==> src/rtl/red_pitaya_normalizer_integrator_if.sv <==
// Handshake/data bundle between the normalizer and its gain integrator.
// Optional leak control port appears when NORMALIZER_INT_LEAK_EN is defined.
interface red_pitaya_normalizer_integrator_if #(
   parameter int SIGNALBITS = 14,
   parameter int GAINBITS   = 14,
   parameter int DECBITS    = 4
);
   logic signed [SIGNALBITS-1:0] error_i;
   logic                         error_valid_i;
   logic signed [GAINBITS-1:0]   ki_i;
   logic        [SIGNALBITS-1:0] ival_i;
   logic                         ival_write_i;
   logic                         hold_i;
   logic        [DECBITS-1:0]    decim_i;
`ifdef NORMALIZER_INT_LEAK_EN
   logic        [4:0]            leak_i;
`endif
   logic        [SIGNALBITS-1:0] gain_o;
   logic                         gain_valid_o;
   logic                         sat_hi_o;
   logic                         sat_lo_o;

   // Controller / normalizer side: drives error and configuration
   modport master (
`ifdef NORMALIZER_INT_LEAK_EN
      output leak_i,
`endif
      output error_i, error_valid_i, ki_i, ival_i, ival_write_i, hold_i, decim_i,
      input  gain_o, gain_valid_o, sat_hi_o, sat_lo_o
   );

   // Integrator side
   modport slave (
`ifdef NORMALIZER_INT_LEAK_EN
      input  leak_i,
`endif
      input  error_i, error_valid_i, ki_i, ival_i, ival_write_i, hold_i, decim_i,
      output gain_o, gain_valid_o, sat_hi_o, sat_lo_o
   );
endinterface

==> src/rtl/red_pitaya_normalizer_integrator.sv <==
// Gain integrator closing the normalizer loop: decimated error integration
// with ki, clamped accumulator, preset load, hold and saturation flags.
// Optional leak toward unity gain: define NORMALIZER_INT_LEAK_EN.
module red_pitaya_normalizer_integrator #(
   parameter int SIGNALBITS = 14,
   parameter int GAINBITS   = 14,
   parameter int ISR        = 32,
   parameter int DECBITS    = 4
) (
   input logic clk_i,
   input logic rst_i,
   red_pitaya_normalizer_integrator_if.slave bus
);
   localparam int IBW = ISR + SIGNALBITS + 2;
   localparam int PW  = SIGNALBITS + GAINBITS;
   // Sum is wide enough for both the accumulator and a full-scale product.
   localparam int SW  = ((IBW > PW) ? IBW : PW) + 1;
   localparam int CW  = 2**DECBITS - 1;

   localparam logic [SW-1:0]  LO_EXT = SW'(1) << ISR;
   localparam logic [SW-1:0]  HI_EXT = (SW'(1) << (ISR + SIGNALBITS)) - SW'(1);
   localparam logic [IBW-1:0] LO     = LO_EXT[IBW-1:0];
   localparam logic [IBW-1:0] HI     = HI_EXT[IBW-1:0];

   logic        [IBW-1:0]        int_reg;
   logic        [IBW-1:0]        int_next;
   logic signed [PW-1:0]         ki_mult;
   logic                         s1_valid;
   logic                         upd;
   logic        [CW-1:0]         cnt;
   logic        [CW-1:0]         lim;
   logic        [DECBITS-1:0]    decim_reg;
   logic                         decim_change;
   logic                         tick;
   logic signed [SW-1:0]         int_sum;
   logic        [SIGNALBITS-1:0] ival_eff;

   // Decimation compare, accumulator sum with clamp, and preset sanitising
   always_comb begin
      lim          = {CW{1'b1}} >> (CW - int'(decim_reg));
      decim_change = (bus.decim_i != decim_reg);
      tick         = bus.error_valid_i && !decim_change && (cnt == lim);
      int_sum      = {{(SW-PW){ki_mult[PW-1]}}, ki_mult} + {{(SW-IBW){1'b0}}, int_reg};
`ifdef NORMALIZER_INT_LEAK_EN
      if (bus.leak_i != 5'd31)
         int_sum = int_sum - {{(SW-IBW){1'b0}}, (int_reg >> ({1'b0, bus.leak_i} + 6'd1))};
`endif
      if (int_sum < $signed(LO_EXT))
         int_next = LO;
      else if (int_sum > $signed(HI_EXT))
         int_next = HI;
      else
         int_next = int_sum[IBW-1:0];
      ival_eff = (bus.ival_i == '0) ? SIGNALBITS'(1) : bus.ival_i;
   end

   // Three-stage pipeline: product, accumulate/clamp, publish gain and flags
   always_ff @(posedge clk_i or posedge rst_i) begin
      if (rst_i) begin
         int_reg          <= LO;
         ki_mult          <= '0;
         s1_valid         <= 1'b0;
         upd              <= 1'b0;
         cnt              <= '0;
         decim_reg        <= '0;
         bus.gain_o       <= SIGNALBITS'(1);
         bus.gain_valid_o <= 1'b0;
         bus.sat_hi_o     <= 1'b0;
         bus.sat_lo_o     <= 1'b0;
      end else begin
         decim_reg <= bus.decim_i;

         // An accumulator change already made (or a preset) always reaches
         // gain_o, so gain_o never disagrees with int_reg after a hold starts.
         bus.gain_valid_o <= upd;
         if (upd) begin
            bus.gain_o   <= int_reg[ISR+SIGNALBITS-1:ISR];
            bus.sat_hi_o <= (int_reg == HI);
            bus.sat_lo_o <= (int_reg == LO);
         end

         if (bus.ival_write_i) begin
            int_reg  <= {2'b00, ival_eff, {ISR{1'b0}}};
            s1_valid <= 1'b0;
            cnt      <= '0;
            upd      <= 1'b1;
         end else if (bus.hold_i) begin
            s1_valid <= 1'b0;
            upd      <= 1'b0;
            if (decim_change)
               cnt <= '0;
         end else begin
            if (decim_change)
               cnt <= '0;
            else if (bus.error_valid_i)
               cnt <= (cnt == lim) ? '0 : cnt + CW'(1);
            s1_valid <= tick;
            if (tick)
               ki_mult <= PW'(bus.error_i) * PW'(bus.ki_i);
            upd <= s1_valid;
            if (s1_valid)
               int_reg <= int_next;
         end
      end
   end
endmodule

==> src/flat_wrapper.sv <==
// flat-port wrapper written by rule: the top's interface ports become plain ports
module red_pitaya_normalizer_integrator_flat 
#(
   parameter int SIGNALBITS = 14,
   parameter int GAINBITS   = 14,
   parameter int ISR        = 32,
   parameter int DECBITS    = 4
)
  (clk_i, rst_i, bus_error_i, bus_error_valid_i, bus_ki_i, bus_ival_i, bus_ival_write_i, bus_hold_i, bus_decim_i, bus_gain_o, bus_gain_valid_o, bus_sat_hi_o, bus_sat_lo_o);
  red_pitaya_normalizer_integrator_if #(.SIGNALBITS(SIGNALBITS), .GAINBITS(GAINBITS), .DECBITS(DECBITS)) bus_i ();
  input logic clk_i;
  input logic rst_i;
  input wire logic [$bits(bus_i.error_i)-1:0] bus_error_i;
  input wire logic [$bits(bus_i.error_valid_i)-1:0] bus_error_valid_i;
  input wire logic [$bits(bus_i.ki_i)-1:0] bus_ki_i;
  input wire logic [$bits(bus_i.ival_i)-1:0] bus_ival_i;
  input wire logic [$bits(bus_i.ival_write_i)-1:0] bus_ival_write_i;
  input wire logic [$bits(bus_i.hold_i)-1:0] bus_hold_i;
  input wire logic [$bits(bus_i.decim_i)-1:0] bus_decim_i;
  output wire logic [$bits(bus_i.gain_o)-1:0] bus_gain_o;
  output wire logic [$bits(bus_i.gain_valid_o)-1:0] bus_gain_valid_o;
  output wire logic [$bits(bus_i.sat_hi_o)-1:0] bus_sat_hi_o;
  output wire logic [$bits(bus_i.sat_lo_o)-1:0] bus_sat_lo_o;
  assign bus_i.error_i = bus_error_i;
  assign bus_i.error_valid_i = bus_error_valid_i;
  assign bus_i.ki_i = bus_ki_i;
  assign bus_i.ival_i = bus_ival_i;
  assign bus_i.ival_write_i = bus_ival_write_i;
  assign bus_i.hold_i = bus_hold_i;
  assign bus_i.decim_i = bus_decim_i;
  assign bus_gain_o = bus_i.gain_o;
  assign bus_gain_valid_o = bus_i.gain_valid_o;
  assign bus_sat_hi_o = bus_i.sat_hi_o;
  assign bus_sat_lo_o = bus_i.sat_lo_o;
  red_pitaya_normalizer_integrator #(.SIGNALBITS(SIGNALBITS), .GAINBITS(GAINBITS), .ISR(ISR), .DECBITS(DECBITS)) u_core (.clk_i(clk_i), .rst_i(rst_i), .bus(bus_i));
endmodule
==> config.mk <==
export PLATFORM = sky130hd
export DESIGN_NAME = red_pitaya_normalizer_integrator_flat
export DESIGN_NICKNAME = d
export VERILOG_FILES = /design/src/rtl/red_pitaya_normalizer_integrator_if.sv /design/src/rtl/red_pitaya_normalizer_integrator.sv /design/src/flat_wrapper.sv
export SDC_FILE = /design/constraint.sdc
export NUM_CORES = 1
export LEC_CHECK = 0
export BUFFER_PORTS_ARGS = -buffer_cell sky130_fd_sc_hd__buf_2
export CAP_MARGIN = 25
export CORE_UTILIZATION = 30
export DETAILED_ROUTE_END_ITERATION = 8
export SLEW_MARGIN = 15
export SYNTH_ARGS = -nofsm -noshare
export SYNTH_HDL_FRONTEND = slang
export SYNTH_SLANG_ARGS = --single-unit
==> constraint.sdc <==
create_clock -name clk_i -period 3.47 [get_ports clk_i]
set_clock_uncertainty 0.05 [all_clocks]
set_input_delay 0.1735 -clock clk_i [delete_from_list [all_inputs] [get_ports clk_i]]
set_output_delay 0.1735 -clock clk_i [all_outputs]
set_load 0.02 [all_outputs]
* Word-level counts from Yosys, hierarchy flattened
Cells that the tools add are included.
** Operators by class
- Add/subtract/negate cells :: 3
- Multipliers :: 1
- Order comparisons :: 2
- Equal/unequal tests :: 6
- Shift operators :: 1
- Muxes and demuxes :: 16
- Bitwise gates (word level) :: 2
- Reduce and logical (&&, ||, !) cells :: 9
** Operators with widths (number)
- 2-to-1 mux 48 bit :: 5
- 2-to-1 mux 15 bit :: 6
- adder 49 x 48 -> 49 bit :: 1
- > comparator 49 x 47 -> 1 bit (second input constant) :: 1
- < comparator 49 x 34 -> 1 bit (second input constant) :: 1
- == test 48 x 33 -> 1 bit (second input constant) :: 1
- == test 48 x 46 -> 1 bit (second input constant) :: 1
- >> shifter 15 x 32 -> 15 bit (first input constant) :: 1
- multiplier 14 x 14 -> 28 bit :: 1
- adder 15 x 1 -> 15 bit (second input constant) :: 1
- == test 15 bit :: 1
- logical NOT 14 bit :: 1
- 2-to-1 mux 14 bit :: 1
- subtractor 4 x 4 -> 5 bit (first input constant) :: 1
- 2-to-1 mux 1 bit :: 4
- != test 4 bit :: 1
- AND reduction 2 bit :: 2
- != test 3 x 2 -> 1 bit (second input constant) :: 1
- AND reduction 3 bit :: 1
- nonzero test 3 bit :: 1
- logical AND 1 bit :: 2
- != test 2 bit (second input constant) :: 1
- inverter 1 bit :: 2
- nonzero test 2 bit :: 1
- logical NOT 1 bit :: 1
** Word-level totals
- Bits in registers :: 114
- Input bits :: 51
- Output and inout port bits :: 17
- Logic and storage cells :: 50

* Longest topological paths before layout
Gate-level depths: netlist of the first run.
- Depth after elaboration :: 8
- Gate-level depth with buffers :: 26
- Depth with buffers taken out :: 25

* Worst setup path after synthesis of the first run
Ideal clock, no wire load.
- Kind :: input to register
- Start :: input bus_ki_i[4]
- End :: register u_core.ki_mult[27]
- Setup time :: 126 ps
- Data arrival time :: 6247 ps
- Required time :: 3294 ps
- Slack :: -2953 ps
- Cell stages on the path :: 24
- Buffers on the path :: 1
- Path through :: clkbuf_1 and2_1 fa_1 inv_1 fa_1 inv_1 fa_1 fa_1 fa_1 inv_1 fa_1 inv_1 ha_1 and3_1 a221o_1 a31oi_1 o21ai_1 a211oi_1 o21ai_1 o21a_1 or4_1 a31oi_1 xnor2_1 a21oi_1
** On the way
- Longest elaborated chain between the ends :: 1
** RTL lines
- from (decl) :: line flat_wrapper.sv:15 : input wire logic [$bits(bus_i.ki_i)-1:0] bus_ki_i;
- multiplier 14 x 14 -> 28 bit :: line red_pitaya_normalizer_integrator.sv:99 : ki_mult <= PW'(bus.error_i) * PW'(bus.ki_i);
- to (signal assigned) :: line red_pitaya_normalizer_integrator.sv:99
- to (decl) :: line red_pitaya_normalizer_integrator.sv:27 : logic signed [PW-1:0] ki_mult;
No other way between the ends.
A chain may end at the register's enable or synchronous reset.

* Worst setup path after layout of the first run
- Start :: input bus_ki_i[3]
- End :: register u_core.ki_mult[27]
The elaborated chain is that of the path after synthesis.

==> impl_results.md, run 1 <==
- Outcome: complete, but fails checks
- Failing checks: setup timing
- Cell area after synthesis: 0.0157 mm2
- Max cap viols: 0
- Crit-path max FO: 7
- Seq/Total Area, Yosys: 0.182
- Rows: 83
- CP bufs+invs: 5
- H-tree levels: 4
- TritonCTS clock tree: done
- Max FFs per register: 48
- Number of synthesized flops with an enable pin: 0
- Yosys reg bits: 114
- Crit-path leading delay family: adder cells
- Total CTS buffers: 17
- Final period util: 1.66
- Synth area leaders: fa_1, dfrtp_1, ha_1
- Worst hold path class: input port to flip-flop
- Layout cells sized above 1: 0.335
- Initial antenna violation count: 2
- Critical-path top delay cell: fa_1
- Synth top cells by count: inv_1, fa_1, nand2_1
- Final Hold Fails: 0
- Synth top area share: 0.250
- CP dominant cell by count: fa_1
- 1st-iter DRT viols: 637
- Clk slew on worst S/H paths: 0.06 ns
- Vias in the first global route: 15,210
- Data arrival, critical path: 6.02 ns
- Worst Path Required: 3.73 ns
- CP Capture Type: flip-flop
- Die area: 0.0533 mm2
- Fmax: 0.174 GHz
- Core Area: 0.0515 mm2
- Routed WL: 45.6 mm
- Drt drc: 0
- Hold_ws: 0.0279 ns
- GRT Overall Usage: 0.174
- Rel. slew slack: 0.397
- Setup CP Type: input port to flip-flop
- Final setup viols: 57
- Pins Over Slew Limit: 0
- Net Count, Synth: 2,151
- DR vias: 14,309
- Synth Warn #: 0
- Final period demand of the worst path: 5.76 ns
- Slew at the pin closest to its max-slew limit: 0.904 ns
- Die Height: 231 um
- Peak VDD IR: 1120 uV
- Mean Syn Cell Area: 8.79 um2
- Placed cells: 2,831
- Post-route setup slack: -2.29 ns
- Clk root buf: clkbuf_16
- Grt total ovfl: 0
- Leakage: 10.5 nW
- Post-synth cell types: 75
- Worst path max stage delay: 0.54 ns
- Die Span X: 231 um
- Area grow syn2layout: 38.1%
- Critical Path, Cell by Cell: buf_12 -> and2_4 -> fa_1 -> inv_2 -> fa_1 -> inv_2 -> fa_1 -> fa_1 -> fa_1 -> inv_2 -> fa_1 -> inv_2 -> ha_4 -> and3_4 -> a221o_1 -> a31oi_4 -> o21ai_2 -> a211oi_2 -> o21ai_1 -> o21a_1 -> or4_1 -> a31oi_1 -> xnor2_1 -> a21oi_1
- Async set-reset flop share out of synthesis: 1.00
- Global-route wire length before repair: 75.4 mm
- Yosys top cell by area: fa_1
- CP startpoint kind: input port
- Clock Path Buffers: 2
- Unrepaired setup endpoints after global routing: yes
- WL per Instance: 15.7 um
- Routability cong.: 0.924
- Clk sinks: 114
- Most frequent cell after synthesis: inv_1
- Starting Density: 0.305
- Port bufs: 67
- Io pins: 68
- Synth Flop Type: dfrtp_1
- DR vias/cell: 4.92
- Post-route ant nets: 0
- Cells after Synth: 1,788
- PwrDens: 892 mW/mm2
- Final Instance Count excl. Fillers: 2,910
- HPWL Detailed: 36.0 mm
- Largest net degree at the start of global routing: 70
- Skew-Pair Late Insertion Delay: 0.44 ns
- Router iterations before antenna repair: 5
- Nets@finish: 2,579
[per-layer routing]
layer,track usage,vias up,part of all wire
li1,-,6820,-
met1,0.219,7118,0.44
met2,0.303,291,0.50
met3,0.0235,80,0.037
met4,0.0592,0,0.029
met5,0,-,0
[report_power, final]
group | total, W | switching (W) | internal [W]
clock | 0.00176 | 0.000692 | 0.00107
combinational | 0.0162 | 0.00742 | 0.00876
sequential | 0.00144 | 0.0000508 | 0.00138
[logic make-up after synthesis]
family | share of synthesized area
AOI/OAI and AO/OA | 0.138
adders and majority gates | 0.342
and+or+nand+nor | 0.185
buffers and inverters | 0.0756
DFF | 0.182
muxes | 0.0295
xor gates and xnor gates | 0.0479
[layout make-up]
type	instances	area [um2]
Fill cell	5044	29800
Multi-Input combinational cell	1367	12800
Timing Repair Buffer	476	3700
Inverter	240	903
Tap cell	680	851
Antenna cell	2	5.00
Clock inverter	13	138
Sequential cell	114	2860
Clock buffer	18	439
[metrics by stage]
step	utilization	total power, W	worst slack (ns)	instance area, um2	TNS, ns
final	0.421	0.0194	-2.29	21700	-46.40
after global routing	0.421	0.0215	-2.51	21700	-56.82
after CTS	0.411	0.0185	-2.32	21100	-44.70
after detailed placement	0.380	0.0159	-2.90	19600	-73.51
after global placement	0.380	0.0155	-2.83	19600	-70.91
after floorplan	-	0.0108	-2.58	16000	-43.08
[what timing repair did]
item                                   CTS  global route
hold buffers                             6             0
setup buffers                           17            22
setup endpoints to repair               69            69
endpoints found under the hold margin   70             0
pin swaps                               96            74
cloned                                   4             0
gates resized for setup                165            92
[final timing paths]
check	start	endpoint	slack (ns)	cells after the start
setup / recovery	bus_ki_i[3]	u_core.ki_mult[27]	-2.29	24
hold / removal	bus_ival_i[12]	u_core.int_reg[44]	0.03	3
setup reg to reg	u_core.ki_mult[0]	u_core.int_reg[1]	-0.39	18
hold reg to reg	u_core.bus.gain_o[0]	u_core.bus.gain_o[0]	0.42	2
max in group asynchronous	rst_i	u_core.ki_mult[10]	1.97	4
min in group asynchronous	rst_i	u_core.int_reg[40]	0.43	3
[layout by cell type, fill, tap and decap left out, types with 17 or more instances in the layout]
cell type	netlist	routed
a21o_1	29	29
a21oi_1	79	64
and2_1	110	93
and2_4	0	18
buf_2	10	55
buf_4	5	369
buf_6	0	37
clkbuf_16	0	17
dfrtp_1	112	112
fa_1	196	193
ha_1	116	88
ha_4	0	24
inv_1	240	220
inv_2	0	19
mux2_2	34	30
nand2_1	182	180
nand2b_1	20	17
nand3_1	29	28
nand4_1	26	26
nor2_1	119	110
o21ai_0	69	56
o21ai_2	0	36
xnor2_1	56	53
xor2_1	30	28
[tightest hold or removal path: cells and delay by family]
| kind | cells | cell delay (ns) |
|---|---|---|
| AOI/OAI and AO/OA | 2 | 0.17 |
| buffers and inverters | 1 | 0.12 |
Note: power is estimated with default switching activity, not from simulation.
==> run 2: changes to the inputs <==
- clock period: 3.47 -> 6.7 ns (I/O delays scaled with it)
==> run 2 against run 1 <==
  * The run now ends clean
  * Global-route usage shrank 1.5 points
  * Largest power group unchanged
  * Register-to-register slack gained 2.6 ns
  * Final area shrank 18%
  * Critical path type unchanged
==> impl_results.md, run 2 (synthesis results as in run 1) <==
- Vias in the first global route: 13,510 (-11%)
- TritonCTS clock tree: done
- Routability cong.: 0.957 (+3.6%)
- Die Height: 231 um (unchanged)
- Starting Density: 0.305 (unchanged)
- Io pins: 68 (unchanged)
- Unrepaired setup endpoints after global routing: no
- Grt total ovfl: 0 (unchanged)
- CP startpoint kind: input port
- Most frequent cells in the layout: inv_1, fa_1, nand2_1
- Clk slew on worst S/H paths: 0.06 ns (about the same)
- Final setup viols: 0 (-100%)
- Worst R2R Setup Slack: 2.19 ns (+2.58 ns)
- Reg2reg path depth: 14 (-4)
- R2R Path End: u_core.int_reg[1]
- Crit-path max FO: 6 (-1)
- Routed WL: 40.4 mm (-11%)
- Pins Over Slew Limit: 0 (unchanged)
- Final period util: 0.953
- PwrDens: 430 mW/mm2 (-52%)
- Die Span X: 231 um (unchanged)
- Global-route wire length before repair: 69.0 mm (-8.6%)
- Slew at the pin closest to its max-slew limit: 0.830 ns (-0.0740 ns)
- CP Capture Type: flip-flop
- Drt drc: 0 (unchanged)
- Final Instance Count excl. Fillers: 2,563 (-12%)
- Die area: 0.0533 mm2 (unchanged)
- Router iterations before antenna repair: 4 (-1)
- WL per Instance: 15.8 um (+0.66%)
- # diodes: 0 (-2)
- Setup CP Type: input port to flip-flop
- Rows: 83 (unchanged)
- Leakage: 8.45 nW (-19%)
- Largest net degree at the start of global routing: 78 (+11%)
- H-tree levels: 4 (unchanged)
- Fmax: 0.157 GHz
- Clock Path Buffers: 2 (unchanged)
- GRT Overall Usage: 0.159 (-0.0149)
- Placed cells: 2,524 (-11%)
- Final period demand of the worst path: 6.38 ns
- Worst hold path class: input port to flip-flop
- Core Area: 0.0515 mm2 (unchanged)
- 1st-iter DRT viols: 770 (+21%)
- Hold-critical path depth: 3 (unchanged)
- Layout cells sized above 1: 0.112 (-0.223)
- Total CTS buffers: 17 (unchanged)
- Worst Hold End: u_core.cnt[3]
- Max cap viols: 0 (unchanged)
- DR vias/cell: 5.01 (+2.0%)
- Area grow syn2layout: 13.1%
- Outcome: complete, no violations
- Most common cell after layout, fill and taps aside: inv_1
- Skew-Pair Late Insertion Delay: 0.42 ns (-0.02 ns)
- Post-route ant nets: 0 (unchanged)
- Port bufs: 67 (unchanged)
- Rel. slew slack: 0.446 (+0.0493)
- Clk sinks: 114 (unchanged)
- Worst slack at placement: -0.116 ns (+2.79 ns)
- DR vias: 12,852 (-10%)
- Max FFs per register: 48 (unchanged)
- Nets@finish: 2,233 (-13%)
- Worst R2R Start: u_core.ki_mult[27]
- Worst Path Required: 6.93 ns (+3.20 ns)
- Min-delay src: bus_error_valid_i
- Final Hold Fails: 0 (unchanged)
- Clk root buf: clkbuf_16
- Data arrival, critical path: 6.62 ns (+0.60 ns)
- Final TNS setup: 0 ns (+46.40 ns)
- Initial antenna violation count: 0 (-2)
- Post-route setup slack: 0.315 ns (+2.60 ns)
- Peak VDD IR: 437 uV (-61%)
- HPWL Detailed: 32.9 mm (-8.5%)
- Setup Buffers After CTS: 0 (-17)
-- run 2: critical path, stage by stage --
cell	delay [ns]
buf_2	0.13
buf_4	0.13
and2_1	0.16
fa_1	0.54
inv_1	0.06
fa_1	0.54
inv_1	0.05
fa_1	0.51
fa_1	0.44
fa_1	0.51
fa_1	0.49
ha_1	0.33
a21o_1	0.16
a221o_1	0.34
a31oi_1	0.23
o21ai_1	0.15
a211oi_1	0.33
o21ai_1	0.14
o21a_1	0.20
or4_1	0.40
a31oi_1	0.21
xnor2_1	0.14
a21oi_1	0.08
-- run 2: area by class of cell --
class | instances | area [um2]
Clock buffer | 23 | 478
Clock inverter | 9 | 153
Fill cell | 5362 | 33700
Inverter | 240 | 903
Multi-Input combinational cell | 1366 | 11700
Sequential cell | 114 | 2860
Tap cell | 680 | 851
Timing Repair Buffer | 131 | 848
-- run 2: stage by stage --
step / cell area [um2] / util / hold WS [ns] / power [W]
after floorplan: 15700 / - / 0.302 / 0.00514
after global placement: 17000 / 0.331 / 0.340 / 0.00661
after detailed placement: 17000 / 0.331 / 0.344 / 0.00669
after CTS: 17700 / 0.344 / 0.164 / 0.00772
after global routing: 17800 / 0.345 / 0.210 / 0.00862
final: 17800 / 0.345 / 0.181 / 0.00763
-- run 2: per-layer routing --
metal,GRT usage,up-vias,part of all wire
li1,-,6122,-
met5,0,-,0
met4,0.0470,0,0.021
met1,0.212,6412,0.47
met3,0.0168,55,0.033
met2,0.269,263,0.48
-- run 2: report_power, final --
group	leakage, nW	switching (W)	internal (W)	total [W]
clock network	0.299	0.000331	0.000650	0.000982
registers	1.49	0.0000345	0.000717	0.000752
logic	6.66	0.00318	0.00272	0.00590
total	8.45	0.00355	0.00409	0.00763
-- run 2: worst max path at each step --
stage               cells after the start                 end   startpoint
floorplan                              24  u_core.ki_mult[27]  bus_ki_i[4]
global placement                       24  u_core.ki_mult[27]  bus_ki_i[4]
detailed placement                     23  u_core.ki_mult[27]  bus_ki_i[4]
CTS                                    23  u_core.ki_mult[27]  bus_ki_i[4]
global route                           25  u_core.ki_mult[27]  bus_ki_i[4]
finish                                 23  u_core.ki_mult[27]  bus_ki_i[4]
-- run 2: what timing repair did --
item / CTS / global route
endpoints found under the setup margin: 0 / 1
hold buffers: 5 / 0
resized for setup: 0 / 2
endpoints found under the hold margin: 39 / 0
